==> config.mk <==
export PLATFORM = sky130hd
export DESIGN_NAME = sys_ctrl
export DESIGN_NICKNAME = d
export VERILOG_FILES = /design/src/rtl/sys_ctrl.sv
export SDC_FILE = /design/constraint.sdc
export NUM_CORES = 1
export LEC_CHECK = 0
export CORE_MARGIN = 2
export CORE_UTILIZATION = 35
export DETAILED_ROUTE_END_ITERATION = 12
export GPL_TIMING_DRIVEN = 0
export HOLD_SLACK_MARGIN = 0.05
export PLACE_DENSITY = 0.73
export SLEW_MARGIN = 25
export SYNTH_ARGS = -nofsm -noshare
export SYNTH_HDL_FRONTEND = slang
export SYNTH_SLANG_ARGS = --single-unit
==> constraint.sdc <==
create_clock -name clk -period 1.9 [get_ports clk]
set_input_delay 0.19 -clock clk [delete_from_list [all_inputs] [get_ports clk]]
set_output_delay 0.19 -clock clk [all_outputs]
set_load 0.01 [all_outputs]
==> src/rtl/sys_ctrl.sv <==
// sys_ctrl: sequencing controller in front of a weight-stationary
// SYS_ROW x SYS_COL systolic array (sys_array).
// When a job starts, the controller loads one weight matrix row by row. It then
// streams num_vec activation vectors into the array with a diagonal skew per lane.
// Finally it de-skews the column partial sums back into whole result vectors.
//
// Ports:
//   clk, rstn                     clock, async active-low reset
//   start, num_vec                job request (accepted in IDLE only), vector count
//   busy, done                    high outside IDLE / one-cycle end-of-job pulse
//   w_valid, w_ready, w_row       weight row handshake (bottom row first)
//   x_valid, x_ready, x_vec       activation vector handshake
//   arr_en, arr_w_wen, arr_w_in   array enable / weight write strobe / weight row
//   arr_in                        skewed activation lanes into the array
//   arr_psum, arr_en_out          column partial sums and per-column valids
//   res_valid, res_vec            de-skewed result vector, no backpressure
//
// state   | meaning
// IDLE    | waiting for start
// LOAD_W  | accepting SYS_ROW weight rows
// STREAM  | accepting num_vec activation vectors
// DRAIN   | flushing the skew lanes, then waiting for all results
// DONE    | one-cycle done pulse
module sys_ctrl #(
  parameter int SYS_ROW    = 4,
  parameter int SYS_COL    = 4,
  parameter int DATA_WIDTH = 16,
  parameter int CNT_WIDTH  = 8
) (
  input  logic                            clk,
  input  logic                            rstn,
  input  logic                            start,
  input  logic [CNT_WIDTH-1:0]            num_vec,
  output logic                            busy,
  output logic                            done,
  input  logic                            w_valid,
  output logic                            w_ready,
  input  logic [SYS_COL*DATA_WIDTH-1:0]   w_row,
  input  logic                            x_valid,
  output logic                            x_ready,
  input  logic [SYS_ROW*DATA_WIDTH-1:0]   x_vec,
  output logic                            arr_en,
  output logic [SYS_COL-1:0]              arr_w_wen,
  output logic [SYS_COL*DATA_WIDTH-1:0]   arr_w_in,
  output logic [SYS_ROW*DATA_WIDTH-1:0]   arr_in,
  input  logic [SYS_COL*2*DATA_WIDTH-1:0] arr_psum,
  input  logic [SYS_COL-1:0]              arr_en_out,
  output logic                            res_valid,
  output logic [SYS_COL*2*DATA_WIDTH-1:0] res_vec
);

  localparam int DW = DATA_WIDTH;
  localparam int PW = 2 * DATA_WIDTH;
  localparam int RW = $clog2(SYS_ROW + 1);

  typedef enum logic [2:0] {
    ST_IDLE, ST_LOAD_W, ST_STREAM, ST_DRAIN, ST_DONE
  } state_t;

  state_t                  state, state_nxt;
  logic [CNT_WIDTH-1:0]    num_vec_q, x_left, res_cnt;
  logic [RW-1:0]           w_left, drain_cnt;
  logic                    w_acc, x_acc, advance;
  logic [SYS_COL*PW-1:0]   psum_aligned;

  // Only the last column's valid marks a whole aligned result vector.
  logic unused_en_out;
  assign unused_en_out = ^arr_en_out[SYS_COL-2:0];

  assign busy    = (state != ST_IDLE);
  assign done    = (state == ST_DONE);
  assign w_ready = (state == ST_LOAD_W);
  assign x_ready = (state == ST_STREAM);

  always_comb begin
    state_nxt = state;
    w_acc     = 1'b0;
    x_acc     = 1'b0;
    advance   = 1'b0;
    case (state)
      ST_IDLE:   if (start) state_nxt = ST_LOAD_W;
      ST_LOAD_W: begin
        w_acc = w_valid;
        if (w_valid && w_left == RW'(1))
          state_nxt = (num_vec_q == '0) ? ST_DONE : ST_STREAM;
      end
      ST_STREAM: begin
        x_acc   = x_valid;
        advance = x_valid;
        if (x_valid && x_left == CNT_WIDTH'(1)) state_nxt = ST_DRAIN;
      end
      ST_DRAIN: begin
        advance = (drain_cnt != '0);
        if (drain_cnt == '0 && res_cnt == num_vec_q) state_nxt = ST_DONE;
      end
      ST_DONE:   state_nxt = ST_IDLE;
      default:   state_nxt = ST_IDLE;
    endcase
  end

  always_ff @(posedge clk or negedge rstn) begin
    if (!rstn) begin
      state     <= ST_IDLE;
      num_vec_q <= '0;
      x_left    <= '0;
      res_cnt   <= '0;
      w_left    <= '0;
      drain_cnt <= '0;
      arr_en    <= 1'b0;
      arr_w_wen <= '0;
      arr_w_in  <= '0;
      res_valid <= 1'b0;
      res_vec   <= '0;
    end else begin
      state     <= state_nxt;
      arr_en    <= advance;
      arr_w_wen <= {SYS_COL{w_acc}};
      if (w_acc) arr_w_in <= w_row;
      res_valid <= arr_en_out[SYS_COL-1];
      res_vec   <= psum_aligned;

      if (state == ST_IDLE && start) begin
        num_vec_q <= num_vec;
        x_left    <= num_vec;
        w_left    <= RW'(SYS_ROW);
      end else begin
        if (w_acc) w_left <= w_left - RW'(1);
        if (x_acc) x_left <= x_left - CNT_WIDTH'(1);
      end

      // Flush timer: SYS_ROW-1 zero-fill cycles push the last vector's upper lanes in.
      if (x_acc && x_left == CNT_WIDTH'(1))
        drain_cnt <= RW'(SYS_ROW - 1);
      else if (state == ST_DRAIN && drain_cnt != '0)
        drain_cnt <= drain_cnt - RW'(1);

      if (state == ST_IDLE && start)
        res_cnt <= '0;
      else if (res_valid)
        res_cnt <= res_cnt + CNT_WIDTH'(1);
    end
  end

  // Input skew: lane r sees r shift stages plus the arr_in register.
  // All stages advance only on an accept or a flush cycle, so a stall freezes the diagonal.
  for (genvar r = 0; r < SYS_ROW; r++) begin : g_lane
    logic [DW-1:0] lane_in, lane_q;
    assign lane_in = (state == ST_STREAM) ? x_vec[r*DW +: DW] : '0;
    assign arr_in[r*DW +: DW] = lane_q;
    if (r == 0) begin : g_direct
      always_ff @(posedge clk or negedge rstn) begin
        if (!rstn)        lane_q <= '0;
        else if (advance) lane_q <= lane_in;
      end
    end else begin : g_shift
      logic [DW-1:0] sr [r];
      always_ff @(posedge clk or negedge rstn) begin
        if (!rstn) begin
          for (int i = 0; i < r; i++) sr[i] <= '0;
          lane_q <= '0;
        end else if (advance) begin
          sr[0] <= lane_in;
          for (int i = 1; i < r; i++) sr[i] <= sr[i-1];
          lane_q <= sr[r-1];
        end
      end
    end
  end

  // Output de-skew: column c leaves the array c cycles after column 0.
  // Delaying it by SYS_COL-1-c lines every column up with the last one.
  // These stages run every cycle because the array drains on its own.
  for (genvar c = 0; c < SYS_COL; c++) begin : g_col
    localparam int D = SYS_COL - 1 - c;
    if (D == 0) begin : g_direct
      assign psum_aligned[c*PW +: PW] = arr_psum[c*PW +: PW];
    end else begin : g_delay
      logic [PW-1:0] sr [D];
      always_ff @(posedge clk or negedge rstn) begin
        if (!rstn) begin
          for (int i = 0; i < D; i++) sr[i] <= '0;
        end else begin
          sr[0] <= arr_psum[c*PW +: PW];
          for (int i = 1; i < D; i++) sr[i] <= sr[i-1];
        end
      end
      assign psum_aligned[c*PW +: PW] = sr[D-1];
    end
  end

endmodule

* Word level (Yosys, flattened, before mapping)
Index checks and enable logic that the tools add are counted.
Widths: inputs -> output; s select.
** Word-level totals
- Word-level logic and storage cells :: 79
- Output and inout port bits :: 266
- Flip-flop bits (word level) :: 580
- Input bits :: 273
** Operators by class
- Reductions and logical operators :: 16
- Equality and inequality tests :: 11
- Mux-type cells :: 21
- Add/sub/neg operators :: 4
** Operators by type and width (count)
- $mux 16 :: 4
- $mux 8 :: 4
- $mux 3 :: 9
- $pmux 3 s4 :: 1
- $add 8x1->8 const B :: 1
- $eq 8x1->1 const B :: 1
- $eq 8x8->1 :: 1
- $logic_not 8->1 :: 1
- $reduce_bool 2->1 :: 4
- $sub 8x1->8 const B :: 1
- $eq 3x1->1 const B :: 2
- $eq 3x2->1 const B :: 2
- $logic_and 1x1->1 :: 6
- $logic_not 3->1 :: 2
- $reduce_bool 3->1 :: 2
- $sub 3x1->3 const B :: 2
- $ne 2x1->1 const B :: 2
- $ne 2x2->1 const B :: 2
- $reduce_and 4->1 :: 1
- $eq 3x3->1 const B :: 1
- $mux 1 :: 2
- $pmux 1 s2 :: 1

* Logic depth before layout (Yosys ltp)
- Depth after elaboration :: 4
- Depth in mapped cells :: 9
- Depth with buffers taken out :: 6

* Worst setup path before layout
No wires, ideal clock.
- Kind :: register -> register
- From :: register state[0]
- To :: register g_lane[1].lane_q[0]
- Arrival time :: 1.690 ns
- Required time :: 1.775 ns
- Setup time :: 0.125 ns
- Stages on the path, launching flop included :: 8
- Period minus slack after synthesis :: 1.814 ns
- Slack :: 0.086 ns
- Path buffers :: 4
- Path through :: dfrtp_1 buf_2 and3b_1 clkbuf_1 a21oi_4 buf_6 buf_4 mux2_2
** On the way
- Word-level cells in the longest chain between the ends :: 2
- Elaborated cells on any way between the ends :: 3
- Classes of those cells :: eq/ne (2); mux (1)
** Ends and longest elaborated chain
- start: declaration :: line 60 : state_t state, state_nxt;
- start signal: assignment :: line 115 : state <= state_nxt;
- $eq 3x2->1 :: line 80 : case (state)
- $pmux 1 s2 (*) :: line 80
- end signal: assignment :: line 164 : lane_q <= sr[r-1];
- end: declaration :: line 147 : logic [DW-1:0] lane_in, lane_q;
Every way passes the cells marked *; elsewhere a longest branch is shown, timed or not.
A chain may end at the register's enable or synchronous reset.

* Final worst setup path
- From :: register state[0]
- To :: register state[2]
** On the way
- Word-level cells in the longest chain between the ends :: 3
- Elaborated cells on any way between the ends :: 10
- Classes of those cells :: eq/ne (7); mux (1); reduce/logical (2)
** Ends and longest elaborated chain (line)
- $eq 3x2->1, or another cell as far along :: 80
- $ne 2x2->1 (no line) or $ne 2x1->1 (tied branches)
- $reduce_and 4->1 (no line)
Parallel ways exist; a longest one is shown, timed or not.

==> impl_metrics.py <==
metrics = {
    "status": {
        "run_status": "complete, but fails checks",
        "violations": "negative hold slack, negative setup slack",
    },
    "clocking": {
        "cts_sinks": 580,
        "ctsHoldBuffers": 126,
        "htreeDepth": 2,
        "clk-insertion-delay-late_ns": 0.61,
        "clkTransAtPathRegs_ns": 0.06,
        "numCtsBuffers": 58,
        "cts-root-buf": "clkbuf_16",
        "cts.path.max_buffers": 3,
        "cts_tree": "built",
    },
    "layout": {
        "nFillCells": 4055,
        "ff_latch_area_sq_um": 14520,
        "layout-drive-gt1-share_pct": 14.15,
        "fin_nets": 2295,
        "multiInputGateArea_sq_um": 3568,
        "area_growth_pct": 55.44,
    },
    "synth": {
        "synth_mux_area_share_pct": 5.940,
        "synth_ff_type": "dfrtp_1",
        "syn-instance-count": 1268,
        "synth-seq-cells": 580,
        "yosys_warnings": 0,
        "synthAdderAreaFrac_pct": 0.4768,
        "syn_area_sq_um": 18370,
        "synth-seq-area-share_pct": 79.02,
        "synth_edf_count": 0,
        "synth-compound-area-share_pct": 2.650,
        "synth_simple_gate_area_share_pct": 8.760,
        "postSynth.asyncResetShare_pct": 100.0,
        "synth_top_family_by_area": "simple AND/OR/NAND/NOR gates",
        "synth_fp_nets": 1548,
        "synth_xor_area_share_pct": 1.144,
        "avgSynthCellArea_sq_um": 14.49,
        "ys_types": 42,
    },
    "pwr": {
        "power.total_w": 0.03455,
        "power.density_nw_per_um2": 1210,
        "p_leak_nw": 12.92,
        "vdd_drop_max_v": 0.0009209,
    },
    "sta": {
        "setup_viol": 22,
        "maxSlewViolCount": 0,
        "finalClockSkew_ns": 0.01282,
        "worst_pin_slew_ns": 0.6926,
        "rsz0062_at_grt": "true",
        "setup_slack_ns": -0.1414,
        "fin_crit_ns": 2.041,
        "fin_hold_ws_ns": -0.4003,
        "finalHoldViolCount": 87,
        "period_share_pct": 107.4,
        "fmax_mhz": 489.9,
        "relSlewSlack_pct": 53.83,
    },
    "placed_design": {
        "portBuffers": 535,
        "dp_hpwl_mm": 32.89,
        "globalplace.congestion": 0.8240,
        "dp_slack_ns": -0.9918,
    },
    "detailed_routing": {
        "drc": 0,
        "first_pass_iters": 5,
        "wl_per_cell_um": 17.91,
        "drt_iter0_drc": 508,
        "viasPerCell": 4.456,
        "drt_wl_total_mm": 49.10,
        "detail-route-antenna-nets": 0,
        "dr_total_vias": 12210,
    },
    "setup_path": {
        "end_kind": "register",
        "path_max_fanout": 6,
        "path_class": "reg2reg",
        "cp.arrival_ns": 2.52,
        "startpoint_type": "register",
        "required_ns": 2.38,
    },
    "floorplan": {
        "dieHeight_um": 233.1,
        "dieArea_sq_um": 54330,
        "chipWidth_um": 233.1,
        "io_pins": 539,
        "start_util_pct": 35.59,
        "rows": 83,
        "core_area_sq_um": 51610,
    },
    "global_routing": {
        "grt_overflow_total": 0,
        "grt_max_degree": 91,
        "grt.total_usage_pct": 17.75,
        "grt_pass1_wl_mm": 74.90,
        "first_global_vias": 13520,
        "grt_antenna_before_repair": 3,
    },
    "run": {
        "drv_cap": 0,
    },
    "min_path": {
        "hold_path_class": "in2async",
    },
}
-- cell usage in the layout, fill, tap and decap left out, drive strengths merged, types with 7 or more instances in the layout --
master | netlist | final
inv | 13 | 14
nand2 | 354 | 354
clkdlybuf4s50 | 0 | 530
mux2 | 96 | 96
o21ai | 78 | 78
nor2 | 14 | 14
ha | 7 | 7
clkbuf | 22 | 111
dlygate4sd3 | 0 | 126
xor2 | 16 | 16
dfrtp | 580 | 580
nand3 | 8 | 8
xnor2 | 8 | 8
clkinv | 0 | 12
buf | 34 | 55
-- synth_stat cells (2+ instances only) --
cell type	n	area, sq um
nand3_1	8	40.04
ha_1	7	87.58
a21oi_1	2	10.01
a2111oi_0	2	17.52
xor2_1	16	140.1
nor4bb_1	3	30.03
buf_4	10	75.07
xnor2_1	8	70.07
buf_6	7	78.83
mux2_2	96	1081
nor3_1	4	20.02
o21ai_0	74	370.4
inv_1	12	45.04
nor4_1	3	18.77
nand2_1	354	1329
clkbuf_1	22	82.58
dfrtp_1	580	14510
buf_2	16	80.08
and3b_1	2	17.52
o21ai_1	4	20.02
nand4_1	3	18.77
and3_1	2	12.51
nor2_1	14	52.55
-- logic make-up after synthesis --
group                      count (synthesis)
DFF                                      580
and+or+nand+nor                          402
muxes                                     97
AOI/OAI and AO/OA                         89
buffers and inverters                     69
xor gates and xnor gates                  24
adders and majority gates                  7
-- worst max-delay path, cell delays in order (launching register included) --
cell and delay (ns):
dfrtp_1 0.39, buf_6 0.15, dlymetal6s2s_1 0.20, buf_4 0.15
nor2_1 0.05, or4_1 0.57, a2111oi_2 0.41
-- worst paths after layout --
kind	startpoint	endpoint	slack, ns	cells after the start
max reg2reg	state[0]	state[2]	-0.14	6
max in group asynchronous	rstn	arr_w_in[35]	0.64	4
min reg2reg	g_col[0].g_delay.sr[3]	res_vec[3]	0.34	0
min	rstn	g_col[1].g_delay.sr[3]	-0.40	1
max	state[0]	state[2]	-0.14	6
min in group clk	arr_psum[118]	res_vec[118]	0.11	1
-- power by group --
part           switching, W  internal, W  total, W
registers          0.000930       0.0138    0.0147
clock network       0.00477      0.00681    0.0116
logic               0.00373      0.00451   0.00825
-- sequential cells by signal (all words and copies together), names as in the netlist --
register,count
g_col.g_delay.sr,192
state,3
drain_cnt,3
arr_w_in,64
x_left,8
res_cnt,8
g_lane.g_shift.sr,96
res_valid,1
num_vec_q,8
res_vec,128
arr_w_wen,1
arr_en,1
w_left,3
g_lane.lane_q,64
-- per-layer routing --
| metal | part of all wire, % | wire (um) | GRT usage (%) | vias to the layer above |
|---|---|---|---|---|
| li1 | - | - | - | 5583 |
| met1 | 38 | 18420 | 20.15 | 6153 |
| met2 | 54 | 26390 | 32.23 | 371 |
| met3 | 5.5 | 2678 | 3.967 | 105 |
| met4 | 3.3 | 1598 | 7.126 | 2 |
| met5 | 0.026 | 13 | 0 | - |
-- cell type report --
cell class	count	share of cell area [%]
Buffer	52	1.775
Tap cell	680	2.980
Sequential cell	580	50.84
Timing Repair Buffer	691	24.87
Antenna cell	4	0.03506
Inverter	13	0.1709
Clock inverter	21	0.9860
Clock buffer	81	5.846
Multi-Input combinational cell	619	12.50
-- what timing repair did --
| item | CTS | global route |
|---|---|---|
| pin swaps | 4 | 3 |
| endpoints found under the hold margin | 213 | 87 |
| gates resized for setup | 59 | 90 |
| endpoints found under the setup margin | 243 | 208 |
| cloned | 0 | 8 |
| setup buffers | 9 | 9 |
-- stage by stage --
| stage | instances | utilization, % | TNS, ns | hold slack, ns | cell area, sq um |
|---|---|---|---|---|---|
| after floorplan | 1268 | - | 0 | -0.1056 | 18370 |
| after global placement | 2483 | 47.61 | - | 0.3310 | 24570 |
| after detailed placement | 2489 | 47.94 | -111.12 | 0.2624 | 24740 |
| after CTS | 2723 | 54.57 | -0.04362 | -0.4071 | 28160 |
| after global routing | 2739 | 55.31 | -3.719 | -0.3586 | 28550 |
| final | 2741 | 55.32 | -0.3336 | -0.4003 | 28550 |
Power figures use the tool's default switching activity.
